File: src/rtl/serial_adder_ctrl_if.sv
// serial_adder_ctrl_if: operand/result handshake bundle for serial_adder_ctrl
interface serial_adder_ctrl_if #(parameter int WIDTH = 8);
  logic             in_valid;
  logic             in_ready;
  logic [WIDTH-1:0] a;
  logic [WIDTH-1:0] b;
  logic             cin;
  logic             sub;
  logic             out_valid;
  logic             out_ready;
  logic [WIDTH-1:0] sum;
  logic             cout;
  logic             busy;
  modport master (output in_valid, a, b, cin, sub, out_ready, input in_ready, out_valid, sum, cout, busy);
  modport slave (input in_valid, a, b, cin, sub, out_ready, output in_ready, out_valid, sum, cout, busy);
endinterface

File: src/rtl/serial_adder_ctrl.sv
// serial_adder_ctrl: bit-serial adder sharing one full-adder cell over WIDTH cycles.
// Define SERIAL_ADDER_SUB_EN to honour the sub port (a - b); otherwise every operation is a + b + cin.
module serial_adder_ctrl #(parameter int WIDTH = 8) (
  input logic clk,
  input logic rst_n,
  serial_adder_ctrl_if.slave s
);
  localparam int CW = $clog2(WIDTH);
  typedef enum logic [1:0] {IDLE, RUN, DONE} state_t;
  state_t           state;
  logic [WIDTH-1:0] a_sh, b_sh, sum_sh;
  logic [CW-1:0]    cnt;
  logic             carry_q, fa_b, fa_s, fa_c;
`ifdef SERIAL_ADDER_SUB_EN
  logic sub_q;
  assign fa_b = b_sh[0] ^ sub_q;
`else
  logic unused_sub;
  assign unused_sub = s.sub;
  assign fa_b = b_sh[0];
`endif
  assign fa_s = a_sh[0] ^ fa_b ^ carry_q;
  assign fa_c = (a_sh[0] & fa_b) | (carry_q & (a_sh[0] ^ fa_b));
  always_ff @(posedge clk or negedge rst_n) begin
    if (!rst_n) begin
      state   <= IDLE;
      a_sh    <= '0;
      b_sh    <= '0;
      sum_sh  <= '0;
      cnt     <= '0;
      carry_q <= 1'b0;
`ifdef SERIAL_ADDER_SUB_EN
      sub_q   <= 1'b0;
`endif
    end else begin
      case (state)
        IDLE: if (s.in_valid) begin
          a_sh  <= s.a;
          b_sh  <= s.b;
          cnt   <= '0;
          state <= RUN;
`ifdef SERIAL_ADDER_SUB_EN
          sub_q   <= s.sub;
          carry_q <= s.sub | s.cin;
`else
          carry_q <= s.cin;
`endif
        end
        RUN: begin
          a_sh    <= a_sh >> 1;
          b_sh    <= b_sh >> 1;
          sum_sh  <= {fa_s, sum_sh[WIDTH-1:1]};
          carry_q <= fa_c;
          cnt     <= cnt + CW'(1);
          state   <= (cnt == CW'(WIDTH - 1)) ? DONE : RUN;
        end
        DONE: state <= s.out_ready ? IDLE : DONE;
        default: state <= IDLE;
      endcase
    end
  end
  assign s.in_ready  = state == IDLE;
  assign s.out_valid = state == DONE;
  assign s.busy      = state != IDLE;
  assign s.sum       = sum_sh;
  assign s.cout      = carry_q;
endmodule
File: src/flat_wrapper.sv
// flat-port wrapper written by rule: the top's interface ports become plain ports
module serial_adder_ctrl_flat 
#(parameter int WIDTH = 8)
  (clk, rst_n, s_in_valid, s_a, s_b, s_cin, s_sub, s_out_ready, s_in_ready, s_out_valid, s_sum, s_cout, s_busy);
  serial_adder_ctrl_if #(.WIDTH(WIDTH)) s_i ();
  input logic clk;
  input logic rst_n;
  input wire logic [$bits(s_i.in_valid)-1:0] s_in_valid;
  input wire logic [$bits(s_i.a)-1:0] s_a;
  input wire logic [$bits(s_i.b)-1:0] s_b;
  input wire logic [$bits(s_i.cin)-1:0] s_cin;
  input wire logic [$bits(s_i.sub)-1:0] s_sub;
  input wire logic [$bits(s_i.out_ready)-1:0] s_out_ready;
  output wire logic [$bits(s_i.in_ready)-1:0] s_in_ready;
  output wire logic [$bits(s_i.out_valid)-1:0] s_out_valid;
  output wire logic [$bits(s_i.sum)-1:0] s_sum;
  output wire logic [$bits(s_i.cout)-1:0] s_cout;
  output wire logic [$bits(s_i.busy)-1:0] s_busy;
  assign s_i.in_valid = s_in_valid;
  assign s_i.a = s_a;
  assign s_i.b = s_b;
  assign s_i.cin = s_cin;
  assign s_i.sub = s_sub;
  assign s_i.out_ready = s_out_ready;
  assign s_in_ready = s_i.in_ready;
  assign s_out_valid = s_i.out_valid;
  assign s_sum = s_i.sum;
  assign s_cout = s_i.cout;
  assign s_busy = s_i.busy;
  serial_adder_ctrl #(.WIDTH(WIDTH)) u_core (.clk(clk), .rst_n(rst_n), .s(s_i));
endmodule
File: config.mk
export PLATFORM = sky130hd
export DESIGN_NAME = serial_adder_ctrl_flat
export DESIGN_NICKNAME = d
export VERILOG_FILES = /design/src/rtl/serial_adder_ctrl_if.sv /design/src/rtl/serial_adder_ctrl.sv /design/src/flat_wrapper.sv
export SDC_FILE = /design/constraint.sdc
export NUM_CORES = 1
export LEC_CHECK = 0
export ABC_AREA = 1
export CORE_ASPECT_RATIO = 2
export CORE_MARGIN = 2
export CORE_UTILIZATION = 46
export CTS_BUF_LIST = sky130_fd_sc_hd__clkbuf_4 sky130_fd_sc_hd__clkbuf_8
export CTS_CLUSTER_DIAMETER = 40
export CTS_CLUSTER_SIZE = 16
export DETAILED_ROUTE_END_ITERATION = 8
export PLACE_DENSITY = 0.77
export SLEW_MARGIN = 20
export SYNTH_ARGS = -nofsm -noshare
export SYNTH_HDL_FRONTEND = slang
export SYNTH_SLANG_ARGS = --single-unit
export TNS_END_PERCENT = 30
File: constraint.sdc
create_clock -name clk -period 1 [get_ports clk]
set_input_delay 0.2 -clock clk [delete_from_list [all_inputs] [get_ports clk]]
set_output_delay 0.2 -clock clk [all_outputs]
set_load 0.005 [all_outputs]
==> out/qor.yml, run 1 <==
status:
  status: "finished, violations left"
  violations: "negative setup slack"
synthesis:
  ys_seq_elements: 30
  synth.top_cells.by_count: "nand2_1 (75), inv_1 (36), dfrtp_1 (30)"
  syn_area_per_cell_um2: 7.83
  syn_area_um2: 1490
  synth_top_area_frac: 0.505
  syn_nets: 215
  ys_top_cells_by_area: "dfrtp_1 (50%), nand2_1 (19%), inv_1 (9.1%)"
  synth_edf_count: 0
  syn_inst: 190
  synth_top_area_cell: "dfrtp_1"
  async_flop_share: 1.00
  synth.yosys.seq_area_share: 0.505
  synth_cell_type_count: 19
  synthMostInstantiatedCell: "nand2_1"
  synth-warning-count: 0
  yosys_most_used_dff: "dfrtp_1"
placement:
  dp_cells: 260
  gp_congestion: 0.739
  dpl_cell_area_um2: 1940
  dpl_worst_slack_ns: -0.325
  place_hpwl_um: 2130
  io_buffers: 32
critical_path:
  critPathLaunchType: "register"
  cp.buffers_inverters: 3
  worstPathMaxFanout: 2
  path_class: "register to primary output"
  max_stage_delay_ns: 0.41
  cp.required_ns: 0.80
  cp.arrival_ns: 1.10
  crit_chain: "nor2_2 -> buf_4 -> inv_2 -> buf_2"
  cpLargestDelayFamily: "flip-flops"
  slowest_stage: "dfrtp_1"
  setup.worst_path.end_class: "primary output"
grt:
  grt_overflow: 0
  first_global_vias: 1343
  grtUsageTotal: 0.206
  grt_pass1_wl_um: 5600
  grt_max_degree: 31
  antenna_found_initial: 0
clock_network:
  clock_path_buffers: 2
  hold_buffers: 0
  numCtsBuffers: 5
  cts_num_sinks: 30
  htree_levels: 2
  clkSlewWorstSetupHoldPaths_ns: 0.07
  clk_root_buffer_cell: "clkbuf_8"
  clock_latency_ns: 0.29
  cts_tree: "done"
floorplanning:
  die_w_um: 44.2
  core_um2: 3120
  initial_core_util: 0.477
  die-area_um2: 3730
  fp-row-count: 29
  die_y_um: 84.4
  boundaryPins: 34
drt:
  via_per_inst: 4.99
  route.detailed.drc: 0
  ant_nets: 0
  drt_first_iter_violations: 22
  vias: 1397
  dr.pass1.iters: 5
  wl_per_cell_um: 13.5
  drt_wl_total_um: 3780
sta:
  hold_viol: 0
  fin_setup_tns_ns: -7.52
  whs_ns: 0.261
  drv_slew: 0
  max_freq_mhz: 767
  worst_slack_ns: -0.304
  clock_skew_ns: 0.00625
  rsz0062_at_grt: "yes"
  maxSlewHeadroom: 0.801
  fin_crit_sh: 1.30
  worst_pin_slew_ns: 0.296
  finalSetupViolations: 34
  period_needed_ns: 1.30
job:
  max_cap_violations: 0
final_layout:
  drive_gt1_frac: 0.285
  antenna_cells: 0
  synthToLayoutAreaGrowth_pct: 50.7
  finalNetCount: 273
  finalNonFillerCells: 280
  final_area_um2: 2240
pwr:
  p_per_area_nw_per_um2: 3010
  leakagePower_nw: 1.24
  vdd_drop_max_mv: 1.89
hold_path:
  hold_class: "primary input to asynchronous set/reset pin"
-- placed cells by master (no fill, tap or decap), drive strengths merged --
| cell | instances |
|---|---|
| buf | 34 |
| o21ai | 10 |
| a21oi | 2 |
| ha | 2 |
| inv | 38 |
| nand3 | 17 |
| clkinv | 1 |
| dfrtp | 30 |
| fa | 1 |
| clkdlybuf4s50 | 20 |
| clkbuf | 10 |
| nor2 | 4 |
| nand2 | 79 |
| o31ai | 1 |
-- what timing repair did --
action / 4_1_cts / 5_1_grt
endpoints found under the setup margin: 42 / 42
cloned: 0 / 4
buffers inserted: 7 / 2
gates resized for setup: 50 / 30
pin swaps: 2 / 6
-- where the power goes --
group | switching (mW) | internal [mW]
clock | 0.473 | 0.694
combinational | 1.80 | 1.69
sequential | 0.317 | 1.77
total | 2.59 | 4.15
-- logic make-up after synthesis --
| family | count (synthesis) | share of synthesized area |
|---|---|---|
| DFF | 30 | 0.505 |
| adders and majority gates | 3 | 0.0303 |
| AOI/OAI and AO/OA | 13 | 0.0479 |
| and+or+nand+nor | 99 | 0.276 |
| buffers and inverters | 45 | 0.141 |
-- layer usage --
layer | global-route usage | share of wire | vias to the layer above
met5 | 0 | 0 | -
met4 | 0.132 | 0.039 | 0
met3 | 0.0559 | 0.041 | 14
met2 | 0.345 | 0.55 | 46
met1 | 0.215 | 0.37 | 655
li1 | - | - | 682
-- worst paths after layout --
path	start	end	slack (ns)	cells after the start
setup / recovery	u_core.state[1]$_DFFE_PN0P_	s_busy	-0.30	4
hold / removal	rst_n	u_core.s.sum[3]$_DFFE_PN0N_	0.26	2
setup reg to reg	u_core.state[1]$_DFFE_PN0P_	u_core.a_sh[6]$_DFFE_PN0P_	-0.27	8
hold reg to reg	u_core.b_sh[5]$_DFFE_PN0P_	u_core.b_sh[5]$_DFFE_PN0P_	0.49	2
max in group asynchronous	rst_n	u_core.b_sh[5]$_DFFE_PN0P_	0.57	2
min in group clk	u_core.b_sh[5]$_DFFE_PN0P_	u_core.b_sh[5]$_DFFE_PN0P_	0.49	2
-- stage by stage --
step	power, mW	utilization
floorplan	3.71	-
global placement	4.71	0.623
detailed placement	4.82	0.623
CTS	6.00	0.659
global route	7.24	0.719
finish	6.74	0.719
-- flip-flops by register name, indices dropped and copies added, names as in the netlist --
signal	count
u_core.state	2
u_core.s.sum	8
u_core.a_sh	8
u_core.cnt	3
u_core.b_sh	8
u_core.s.cout	1
-- layout make-up --
type | count | area [um^2]
fillers | 220 | 878
well taps | 31 | 38.8
flip-flops and latches | 30 | 751
clock buffers | 8 | 110
inverters | 38 | 158
repair inverters | 1 | 8.76
multi-input cells | 116 | 638
repair buffers | 56 | 538
Note: power is estimated with default switching activity, not from simulation.
==> inputs of run 2 (changes only) <==
- CORE_UTILIZATION: 46 -> 51
- PLACE_DENSITY: 0.77 -> 0.81
- clock period: 1 -> 1.4 ns (I/O delays scaled with it)
==> run 2 against run 1 <==
The flow now finishes without violations. Global-route usage down 1.7 points. Routed wire length fell by 25%. Final cell count is 7.1% lower. Sequential power is 29% lower. Clock-buffer cell count down 1. Register-to-register slack improved by 0.42 ns. Non-clock buffer count fell by 16. Largest cell class unchanged. Largest power group unchanged. Highest routed layer unchanged.
==> out/qor.yml, run 2 (synthesized netlist as in run 1, its figures left out) <==
sta:
  fin_crit_sh: 0.963
  worst_slack_ns: 0.0515  # was -0.304 ns
  rsz0062_at_grt: "no"  # was yes
  finalSetupViolations: 0  # was 34
  drv_slew: 0  # unchanged
  clock_skew_ns: 0.00464  # was 0.00625 ns
  whs_ns: 0.360  # was 0.261 ns
  worst_pin_slew_ns: 0.214  # was 0.296 ns
  hold_viol: 0  # unchanged
  max_freq_mhz: 742
  period_needed_ns: 1.35
  maxSlewHeadroom: 0.856  # was 0.801
grt:
  grt_max_degree: 31  # unchanged
  grtUsageTotal: 0.189  # was 0.206
  first_global_vias: 1081  # was 1343
  grt_overflow: 0  # unchanged
  grt_pass1_wl_um: 4710  # was 5600 um
  antenna_found_initial: 0  # unchanged
floorplanning:
  core_um2: 2770  # was 3120 um^2
  boundaryPins: 34  # unchanged
  die-area_um2: 3390  # was 3730 um^2
  die_y_um: 80.4  # was 84.4 um
  initial_core_util: 0.537  # was 0.477
  fp-row-count: 27  # was 29
  die_w_um: 42.2  # was 44.2 um
drt:
  drt_first_iter_violations: 33  # was 22
  wl_per_cell_um: 10.9  # was 13.5 um
  via_per_inst: 4.75  # was 4.99
  dr.pass1.iters: 4  # was 5
  ant_nets: 0  # unchanged
  route.detailed.drc: 0  # unchanged
  vias: 1235  # was 1397
  drt_wl_total_um: 2830  # was 3780 um
clock_network:
  numCtsBuffers: 5  # unchanged
  clk_root_buffer_cell: "clkbuf_8"  # unchanged
  hold_buffers: 0  # unchanged
  clock_latency_ns: 0.28  # was 0.29 ns
  htree_levels: 2  # unchanged
  cts_tree: "done"  # unchanged
  clkSlewWorstSetupHoldPaths_ns: 0.06  # was 0.07 ns
  cts_num_sinks: 30  # unchanged
  clock_path_buffers: 2  # unchanged
placement:
  gp_congestion: 0.761  # was 0.739
  io_buffers: 32  # unchanged
  dpl_worst_slack_ns: -0.0301  # was -0.325 ns
  place_hpwl_um: 2010  # was 2130 um
critical_path:
  path_class: "register to primary output"  # unchanged
  cp.required_ns: 1.12  # was 0.80 ns
  worstPathMaxFanout: 3  # was 2
  cp.arrival_ns: 1.07  # was 1.10 ns
  setup.worst_path.end_class: "primary output"  # unchanged
  critPathLaunchType: "register"  # unchanged
final_layout:
  drive_gt1_frac: 0.104  # was 0.285
  nFillCells: 230  # was 220
  finalNetCount: 255  # was 273
  final_cell_mix: "nand2_1 (75), inv_1 (36), dfrtp_1 (30)"  # was nand2_1 (66), inv_1 (35), dfrtp_1 (30)
  fin_util: 0.713  # was 0.719
  synthToLayoutAreaGrowth_pct: 32.8  # was 50.7%
  layout_commonest_cell: "nand2_1"  # unchanged
  antenna_cells: 0  # unchanged
hold_path:
  hold_class: "primary input to asynchronous set/reset pin"  # unchanged
status:
  status: "finished, final reports clean"  # was finished, violations left
pwr:
  vdd_drop_max_mv: 1.28  # was 1.89 mV
  leakagePower_nw: 1.12  # was 1.24 nW
  total_power_mw: 3.92  # was 6.74 mW
  p_per_area_nw_per_um2: 1990  # was 3010 nW/um^2
job:
  max_cap_violations: 0  # unchanged
run 2: cell types whose count changed in the layout (fill, tap and decap cells not counted), moves of 6 or more:
| cell | change |
|---|---|
| buf_6 | -6 |
| dlygate4sd2_1 | +9 |
| nand2_1 | +9 |
| buf_2 | -10 |
| o21ai_0 | +6 |
| buf_4 | -10 |
| nand2_2 | -6 |
run 2: routing by layer:
metal | track usage | part of all wire
met3 | 0.0337 | 0.030
met1 | 0.217 | 0.44
met4 | 0.122 | 0.025
met2 | 0.314 | 0.51
met5 | 0 | 0
run 2: power by group:
group / switching (mW) / leakage (nW) / total (mW) / internal, mW
registers: 0.223 / 0.372 / 1.49 / 1.27
clock network: 0.303 / 0.0517 / 0.718 / 0.415
logic: 0.917 / 0.692 / 1.72 / 0.802
total: 1.44 / 1.12 / 3.92 / 2.48
run 2: cell type report:
class                      instances  area (um^2)  area share
sequential                        30          751       0.380
clock buffer                       7         90.1      0.0456
timing repair buffer              40          417       0.211
multi-input combinational        115          529       0.268
inverter                          38          148      0.0747
tap                               29         36.3      0.0184
clock inverter                     1         5.00     0.00253
run 2: repair_timing:
item / CTS / global route
gates resized for setup: 16 / 1
endpoints found under the setup margin: 11 / 1
pin swaps: 1 / 0
setup buffers: 1 / 0
run 2: worst paths after layout:
| kind | start | to | slack, ns | cells past startpoint |
|---|---|---|---|---|
| worst max-delay path | u_core.state[1]$_DFFE_PN0P_ | s_busy | 0.05 | 3 |
| worst min-delay path | rst_n | u_core.cnt[1]$_DFFE_PN0P_ | 0.36 | 2 |
| worst max register to register | u_core.state[0]$_DFFE_PN0P_ | u_core.b_sh[4]$_DFFE_PN0P_ | 0.15 | 6 |
| worst min register to register | u_core.b_sh[3]$_DFFE_PN0P_ | u_core.b_sh[3]$_DFFE_PN0P_ | 0.48 | 2 |
| max in group asynchronous | rst_n | u_core.a_sh[2]$_DFFE_PN0P_ | 0.87 | 2 |
| min in group clk | u_core.b_sh[3]$_DFFE_PN0P_ | u_core.b_sh[3]$_DFFE_PN0P_ | 0.48 | 2 |
run 2: critical path, cell delays in order (launching register included):
cell	delay, ns
dfrtp_1	0.41
nor2_2	0.14
inv_1	0.05
clkdlybuf4s15_1	0.19
run 2: through the flow:
stage	cells	setup TNS [ns]	instance area [um^2]
6_report	260	0	1980
2_1_floorplan	190	0	1490
3_5_place_dp	251	-0.0301	1880
3_3_place_gp	251	-0.00595	1880
4_1_cts	260	0	1970
5_1_grt	260	0	1980
